## src/rtl/innerproduct_mac_stream_pkg.sv

```systemverilog
`default_nettype none
// ==========================================================================
// innerproduct_pkg : shared default widths, FSM states, sizing/clamp helpers
// Revision: 1.0
// ==========================================================================
package innerproduct_pkg;

   localparam int C_X_W        = 7;
   localparam int C_W_W        = 32;
   localparam int C_ACC_W      = 32;
   localparam int C_BIAS_SHIFT = 16;
   localparam int C_SAT_MAXW   = 128;

   typedef enum logic [1:0] {
      IDLE  = 2'd0,
      ACC   = 2'd1,
      DRAIN = 2'd2,
      HOLD  = 2'd3
   } state_e;

   // Wide enough for the shifted bias plus every product, so the sum never wraps.
   function automatic int calc_int_w(input int x_w, input int w_w, input int bias_shift,
                                     input int n_feat);
      int bias_w;
      int prod_w;
      bias_w = w_w + bias_shift;
      prod_w = x_w + w_w + 1;
      return ((bias_w > prod_w) ? bias_w : prod_w) + $clog2(n_feat + 1) + 1;
   endfunction

   function automatic logic signed [C_SAT_MAXW-1:0] sat_clamp(
      input logic signed [C_SAT_MAXW-1:0] v,
      input int                           acc_w
   );
      logic signed [C_SAT_MAXW-1:0] hi;
      logic signed [C_SAT_MAXW-1:0] lo;
      hi = (C_SAT_MAXW'(1) << (acc_w - 1)) - C_SAT_MAXW'(1);
      lo = ~hi;
      if (v > hi) return hi;
      if (v < lo) return lo;
      return v;
   endfunction

endpackage
`default_nettype wire

```

## src/rtl/innerproduct_mac_stream_weight_bank.sv

```systemverilog
`default_nettype none
// ==========================================================================
// weight_bank : (N_FEAT+1) x W_W register file, one write port, LANES+bias reads
// Revision: 1.0
// ==========================================================================
module weight_bank
   import innerproduct_pkg::*;
#(
   parameter int N_FEAT = 80,
   parameter int LANES  = 1,
   parameter int W_W    = C_W_W,
   parameter int AW     = 7,
   parameter int BW     = 7
) (
   input  logic                      clk,
   input  logic                      rst_n,
   input  logic                      we_i,
   input  logic [AW-1:0]             waddr_i,
   input  logic [W_W-1:0]            wdata_i,
   input  logic [BW-1:0]             beat_i,
   output logic [LANES-1:0][W_W-1:0] rd_data_o,
   output logic [W_W-1:0]            bias_o
);

   logic [W_W-1:0] mem_q [0:N_FEAT];

   always_ff @(posedge clk or negedge rst_n) begin
      if (!rst_n) begin
         for (int i = 0; i <= N_FEAT; i++) mem_q[i] <= '0;
      end else if (we_i && (int'(waddr_i) <= N_FEAT)) begin
         mem_q[waddr_i] <= wdata_i;
      end
   end

   generate
      for (genvar k = 0; k < LANES; k++) begin : g_rd
         assign rd_data_o[k] = mem_q[AW'(int'(beat_i) * LANES + k + 1)];
      end
   endgenerate

   assign bias_o = mem_q[0];

endmodule
`default_nettype wire

```

## src/rtl/innerproduct_mac_stream.sv

```systemverilog
`default_nettype none
// ==========================================================================
// innerproduct_mac_stream : streamed bias + sum(x[i]*w[i]) with loadable weights
// Revision: 1.0
// ==========================================================================
module innerproduct_mac_stream
   import innerproduct_pkg::*;
#(
   parameter int N_FEAT     = 80,
   parameter int LANES      = 1,
   parameter int X_W        = C_X_W,
   parameter int W_W        = C_W_W,
   parameter int ACC_W      = C_ACC_W,
   parameter int BIAS_SHIFT = C_BIAS_SHIFT,
   parameter bit SAT        = 1'b0
) (
   input  logic                          clk,
   input  logic                          rst_n,
   input  logic                          clear_i,
   input  logic                          w_we_i,
   input  logic [$clog2(N_FEAT+1)-1:0]   w_addr_i,
   input  logic [W_W-1:0]                w_data_i,
   output logic                          w_ready_o,
   input  logic                          in_valid_i,
   output logic                          in_ready_o,
   input  logic [LANES*X_W-1:0]          in_data_i,
   output logic                          out_valid_o,
   input  logic                          out_ready_i,
   output logic [ACC_W-1:0]              out_data_o
);

   localparam int AW     = $clog2(N_FEAT + 1);
   localparam int NBEATS = N_FEAT / LANES;
   localparam int BW     = (NBEATS > 1) ? $clog2(NBEATS) : 1;
   localparam int PW     = X_W + W_W + 1;
   localparam int INT_W  = calc_int_w(X_W, W_W, BIAS_SHIFT, N_FEAT);
   localparam logic [BW-1:0] C_LAST_BEAT = BW'(NBEATS - 1);

   state_e                    state_q, state_d;
   logic [BW-1:0]             beat_q, beat_d;
   logic                      pv_q, pv_d;
   logic                      first_q, first_d;
   logic                      last_q, last_d;
   logic [W_W-1:0]            bias_q, bias_d;
   logic [LANES-1:0][PW-1:0]  prod_q, prod_d;
   logic signed [INT_W-1:0]   acc_q, acc_d;

   logic [LANES-1:0][W_W-1:0] w_wt;
   logic [W_W-1:0]            w_bias;
   logic [LANES-1:0][PW-1:0]  w_prod;
   logic signed [INT_W-1:0]   w_lane_sum;
   logic signed [INT_W-1:0]   w_bias_term;
   logic                      w_beat_acc;
   logic                      w_write_acc;

   assign in_ready_o  = (state_q == IDLE) || (state_q == ACC);
   assign w_ready_o   = (state_q == IDLE);
   assign out_valid_o = (state_q == HOLD);
   assign w_beat_acc  = in_valid_i && in_ready_o && !clear_i;
   assign w_write_acc = w_we_i && w_ready_o;

   weight_bank #(
      .N_FEAT (N_FEAT),
      .LANES  (LANES),
      .W_W    (W_W),
      .AW     (AW),
      .BW     (BW)
   ) u_weight_bank (
      .clk       (clk),
      .rst_n     (rst_n),
      .we_i      (w_write_acc),
      .waddr_i   (w_addr_i),
      .wdata_i   (w_data_i),
      .beat_i    (beat_q),
      .rd_data_o (w_wt),
      .bias_o    (w_bias)
   );

   always_comb begin
      w_prod = '0;
      for (int k = 0; k < LANES; k++) begin
         w_prod[k] = PW'($signed({1'b0, in_data_i[k*X_W +: X_W]})) * PW'($signed(w_wt[k]));
      end
   end

   always_comb begin
      w_lane_sum = '0;
      for (int k = 0; k < LANES; k++) begin
         w_lane_sum = w_lane_sum + INT_W'($signed(prod_q[k]));
      end
   end

   assign w_bias_term = INT_W'($signed(bias_q)) <<< BIAS_SHIFT;

   always_comb begin
      state_d = state_q;
      beat_d  = beat_q;
      pv_d    = w_beat_acc;
      first_d = first_q;
      last_d  = last_q;
      bias_d  = bias_q;
      prod_d  = prod_q;
      acc_d   = acc_q;

      // Bias is captured with the first beat so a same-cycle bias write is not seen.
      if (w_beat_acc) begin
         prod_d  = w_prod;
         first_d = (beat_q == '0);
         last_d  = (beat_q == C_LAST_BEAT);
         bias_d  = w_bias;
         beat_d  = (beat_q == C_LAST_BEAT) ? '0 : beat_q + 1'b1;
      end

      if (pv_q) acc_d = (first_q ? w_bias_term : acc_q) + w_lane_sum;

      case (state_q)
         IDLE:    if (w_beat_acc) state_d = (beat_q == C_LAST_BEAT) ? DRAIN : ACC;
         ACC:     if (w_beat_acc && (beat_q == C_LAST_BEAT)) state_d = DRAIN;
         DRAIN:   if (pv_q && last_q) state_d = HOLD;
         HOLD:    if (out_ready_i) state_d = IDLE;
         default: state_d = IDLE;
      endcase

      if (clear_i) begin
         state_d = IDLE;
         beat_d  = '0;
         pv_d    = 1'b0;
         acc_d   = '0;
      end
   end

   always_ff @(posedge clk or negedge rst_n) begin
      if (!rst_n) begin
         state_q <= IDLE;
         beat_q  <= '0;
         pv_q    <= 1'b0;
         first_q <= 1'b0;
         last_q  <= 1'b0;
         bias_q  <= '0;
         prod_q  <= '0;
         acc_q   <= '0;
      end else begin
         state_q <= state_d;
         beat_q  <= beat_d;
         pv_q    <= pv_d;
         first_q <= first_d;
         last_q  <= last_d;
         bias_q  <= bias_d;
         prod_q  <= prod_d;
         acc_q   <= acc_d;
      end
   end

   generate
      if (SAT) begin : g_sat
         assign out_data_o = ACC_W'(sat_clamp(C_SAT_MAXW'(acc_q), ACC_W));
      end else begin : g_wrap
         assign out_data_o = ACC_W'(acc_q);
      end
   endgenerate

endmodule
`default_nettype wire

```

## config.mk

```make
export PLATFORM = sky130hd
export DESIGN_NAME = innerproduct_mac_stream
export DESIGN_NICKNAME = d
export VERILOG_FILES = /design/src/rtl/innerproduct_mac_stream_pkg.sv /design/src/rtl/innerproduct_mac_stream_weight_bank.sv /design/src/rtl/innerproduct_mac_stream.sv
export SDC_FILE = /design/constraint.sdc
export NUM_CORES = 2
export LEC_CHECK = 0
export ABC_CLOCK_PERIOD_IN_PS = 9000
export CORE_MARGIN = 2
export CORE_UTILIZATION = 45
export CTS_CLUSTER_DIAMETER = 120
export DETAILED_ROUTE_END_ITERATION = 8
export PLACE_DENSITY = 0.67
export SYNTH_ARGS = -nofsm -noshare
export SYNTH_HDL_FRONTEND = slang
export SYNTH_HIERARCHICAL = 1
export SYNTH_SLANG_ARGS = --single-unit
```

## constraint.sdc

```tcl
create_clock -name clk -period 9 [get_ports clk]
set_clock_uncertainty 0.1 [all_clocks]
set_input_delay 1.8 -clock clk [delete_from_list [all_inputs] [get_ports clk]]
set_output_delay 1.8 -clock clk [all_outputs]
set_load 0.05 [all_outputs]
```

==> metrics.yaml <==
status:
  status: "finished, final reports clean"
sta:
  whs_ns: 0.3739
  layout_min_cycle_time_ns: 8.718
  hold_viol_final: 0
  drv_slew: 0
  worst_pin_slew_ns: 1.280
  rsz0062_at_grt: "no"
  setup_violations: 0
  tns_ns: 0
  slew_headroom_pct: 14.34
  max_freq_ghz: 0.1147
  fin_crit_sh_pct: 96.87
grt:
  grt_pass1_wl_um: 537400
  antenna_found_initial: 31
  track_usage_pct: 24.39
  overflow: 0
  grt_pass1_vias: 82500
  grt_max_degree: 189
die:
  rows: 196
  initial_core_util_pct: 45.24
  die_y_um: 539.5
  die-area_sq_mm: 0.2910
  io_pins: 87
  die_x_um: 539.5
  core-area_sq_mm: 0.2852
worst_hold_path:
  min_from: "bias_q[5]$_DFFE_PN0P_"
  min_path_cells: 2
  hold_end: "bias_q[5]$_DFFE_PN0P_"
  worstHoldPathType: "reg -> reg"
cts:
  cts_root_buf: "clkbuf_16"
  h-tree-depth: 5
  cts_made_buffers: 295
  clock_path_buffers: 4
  worstSkewPairLatency_ns: 0.92
  cts_hold_buffers: 0
  path_clk_slew_ns: 0.06
  tritoncts: "done"
  clock-sinks: 2684
placed_design:
  gp_congestion: 0.8557
  dp_hpwl_um: 216800
  place.port_buffers: 86
power:
  cellInternalPower_mw: 22.64
  peakVddDrop_uv: 158.1
  clock_power_share_pct: 39.2
  switching_share_pct: 27.66
  p_sw_mw: 8.658
  pwr-share-comb_pct: 17.8
  leakage_nw: 69.63
  seqPwrFrac_pct: 43.0
  powerDensity_mw_per_mm2: 216.2
cells_and_area:
  fillers: 23620
  syn_to_final_growth_pct: 12.22
  regArea_sq_mm: 0.06717
  multi_input_area_sq_mm: 0.05815
  drive_gt1_share_pct: 46.00
  nets: 9165
synthesis:
  syn_inst: 8984
  synth_area_sq_mm: 0.1290
  syn_nets: 9271
  yosysWarnings: 6
  avgSynthCellArea_sq_um: 14.36
drt:
  ant_nets: 0
  drcViolationCount: 0
  detailroute.via_count: 77570
  drt-initial-drc-count: 6176
  dr.pass1.iters: 5
  wl_per_cell_um: 27.59
  post_drt_via_cell_ratio: 6.021
  wl_um: 355400
worst_setup_path:
  rr_startpoint: "beat_q[0]$_DFFE_PN0P_"
  r2r-end: "prod_q[30]$_DFFE_PN0P_"
  critical_path_class: "reg -> reg"
  cp-end-kind: "flip-flop"
  crit_path_start_kind: "flip-flop"
  cp_data_arrival_time_ns: 9.47
  worstPathMaxFanout: 25
  ff2ff_path_depth: 23
  r2r_slack_ns: 0.28
  cp.required_ns: 9.75
run:
  maxCapViolCount: 0
power by group through the flow:
stage | clock, mW | sequential, mW | combinational, mW
2_1_floorplan | 0 | 13.5 | 3.73
3_3_place_gp | 0 | 13.6 | 5.47
3_5_place_dp | 0 | 13.7 | 5.57
4_1_cts | 12.5 | 13.5 | 5.59
5_1_grt | 13.0 | 13.6 | 6.00
6_report | 12.3 | 13.5 | 5.56
timing repair:
action,in CTS,in global routing
hold endpoints to repair,0,0
gates resized for setup,0,9
setup buffers,0,3
endpoints found under the setup margin,0,7
layer usage:
layer | track usage [%] | up-vias | routed length, um
li1 | - | 32550 | -
met1 | 34.52 | 42260 | 156600
met2 | 38.17 | 2228 | 164200
met3 | 4.278 | 511 | 23010
met4 | 8.010 | 20 | 11390
met5 | 0 | - | 148
cell type report:
cell class	instances	area share, %
Antenna cell	11	0.01901
Clock buffer	440	6.058
Clock inverter	88	0.7916
Inverter	187	0.4848
Multi-Input combinational cell	5256	40.16
Sequential cell	2684	46.39
Tap cell	3762	3.251
Timing Repair Buffer	454	2.846
cells in the final DEF (no fill, tap or decap), types with 143 or more instances in the layout:
cell	n
a21oi_1	143
a22oi_1	158
and2_1	164
buf_4	342
clkbuf_16	298
dfrtp_1	2682
inv_1	186
mux2_2	2607
mux4_2	608
nand2_1	477
flip-flops by register name, indices dropped and copies added (netlist names):
signal / count
prod_q: 32
beat_q: 7
pv_q: 1
u_weight_bank/mem_q: 2560
last_q: 1
first_q: 1
bias_q: 16
state_q: 2
u_weight_bank/bias_o: 32
acc_q: 32
per-stage QoR:
step | instance area (sq um) | utilization [%] | worst slack [ns] | cells | total power [mW]
floorplan | 129000 | - | 1.539 | 8984 | 17.28
global placement | 134800 | 47.26 | 0.2441 | 12340 | 19.06
detailed placement | 134800 | 47.26 | 0.1716 | 12340 | 19.25
CTS | 144700 | 50.73 | 0.1838 | 12870 | 31.55
global route | 144800 | 50.76 | 0.01239 | 12880 | 32.60
finish | 144800 | 50.77 | 0.2817 | 12880 | 31.30
critical path, stage by stage, from the launching register on:
cell and delay [ns]:
dfrtp_4 0.63, buf_4 0.53, buf_4 0.35, mux4_2 0.55
mux4_2 0.57, a22oi_1 0.56, o22ai_1 0.47, and2_1 0.31
fa_1 0.47, fa_1 0.51, fa_1 0.50, inv_1 0.06
fa_1 0.53, inv_1 0.04, ha_1 0.28, and3_1 0.20
nand4_2 0.17, a2111oi_4 0.27, o311ai_1 0.20, or3_1 0.38
a31oi_2 0.21, o41ai_1 0.10, or4b_1 0.46, nand3_1 0.09
worst max-delay path by stage:
stage,start,endpoint,slack (ns),cells after the start
6_report,beat_q[0]$_DFFE_PN0P_,prod_q[30]$_DFFE_PN0P_,0.28,23
2_1_floorplan,beat_q[0]$_DFFE_PN0P_,prod_q[30]$_DFFE_PN0P_,1.54,27
3_3_place_gp,beat_q[0]$_DFFE_PN0P_,prod_q[30]$_DFFE_PN0P_,0.24,27
4_1_cts,beat_q[0]$_DFFE_PN0P_,prod_q[30]$_DFFE_PN0P_,0.18,27
5_1_grt,beat_q[0]$_DFFE_PN0P_,prod_q[30]$_DFFE_PN0P_,0.01,26
3_5_place_dp,beat_q[0]$_DFFE_PN0P_,prod_q[30]$_DFFE_PN0P_,0.17,27
Power figures use the tool's default switching activity.
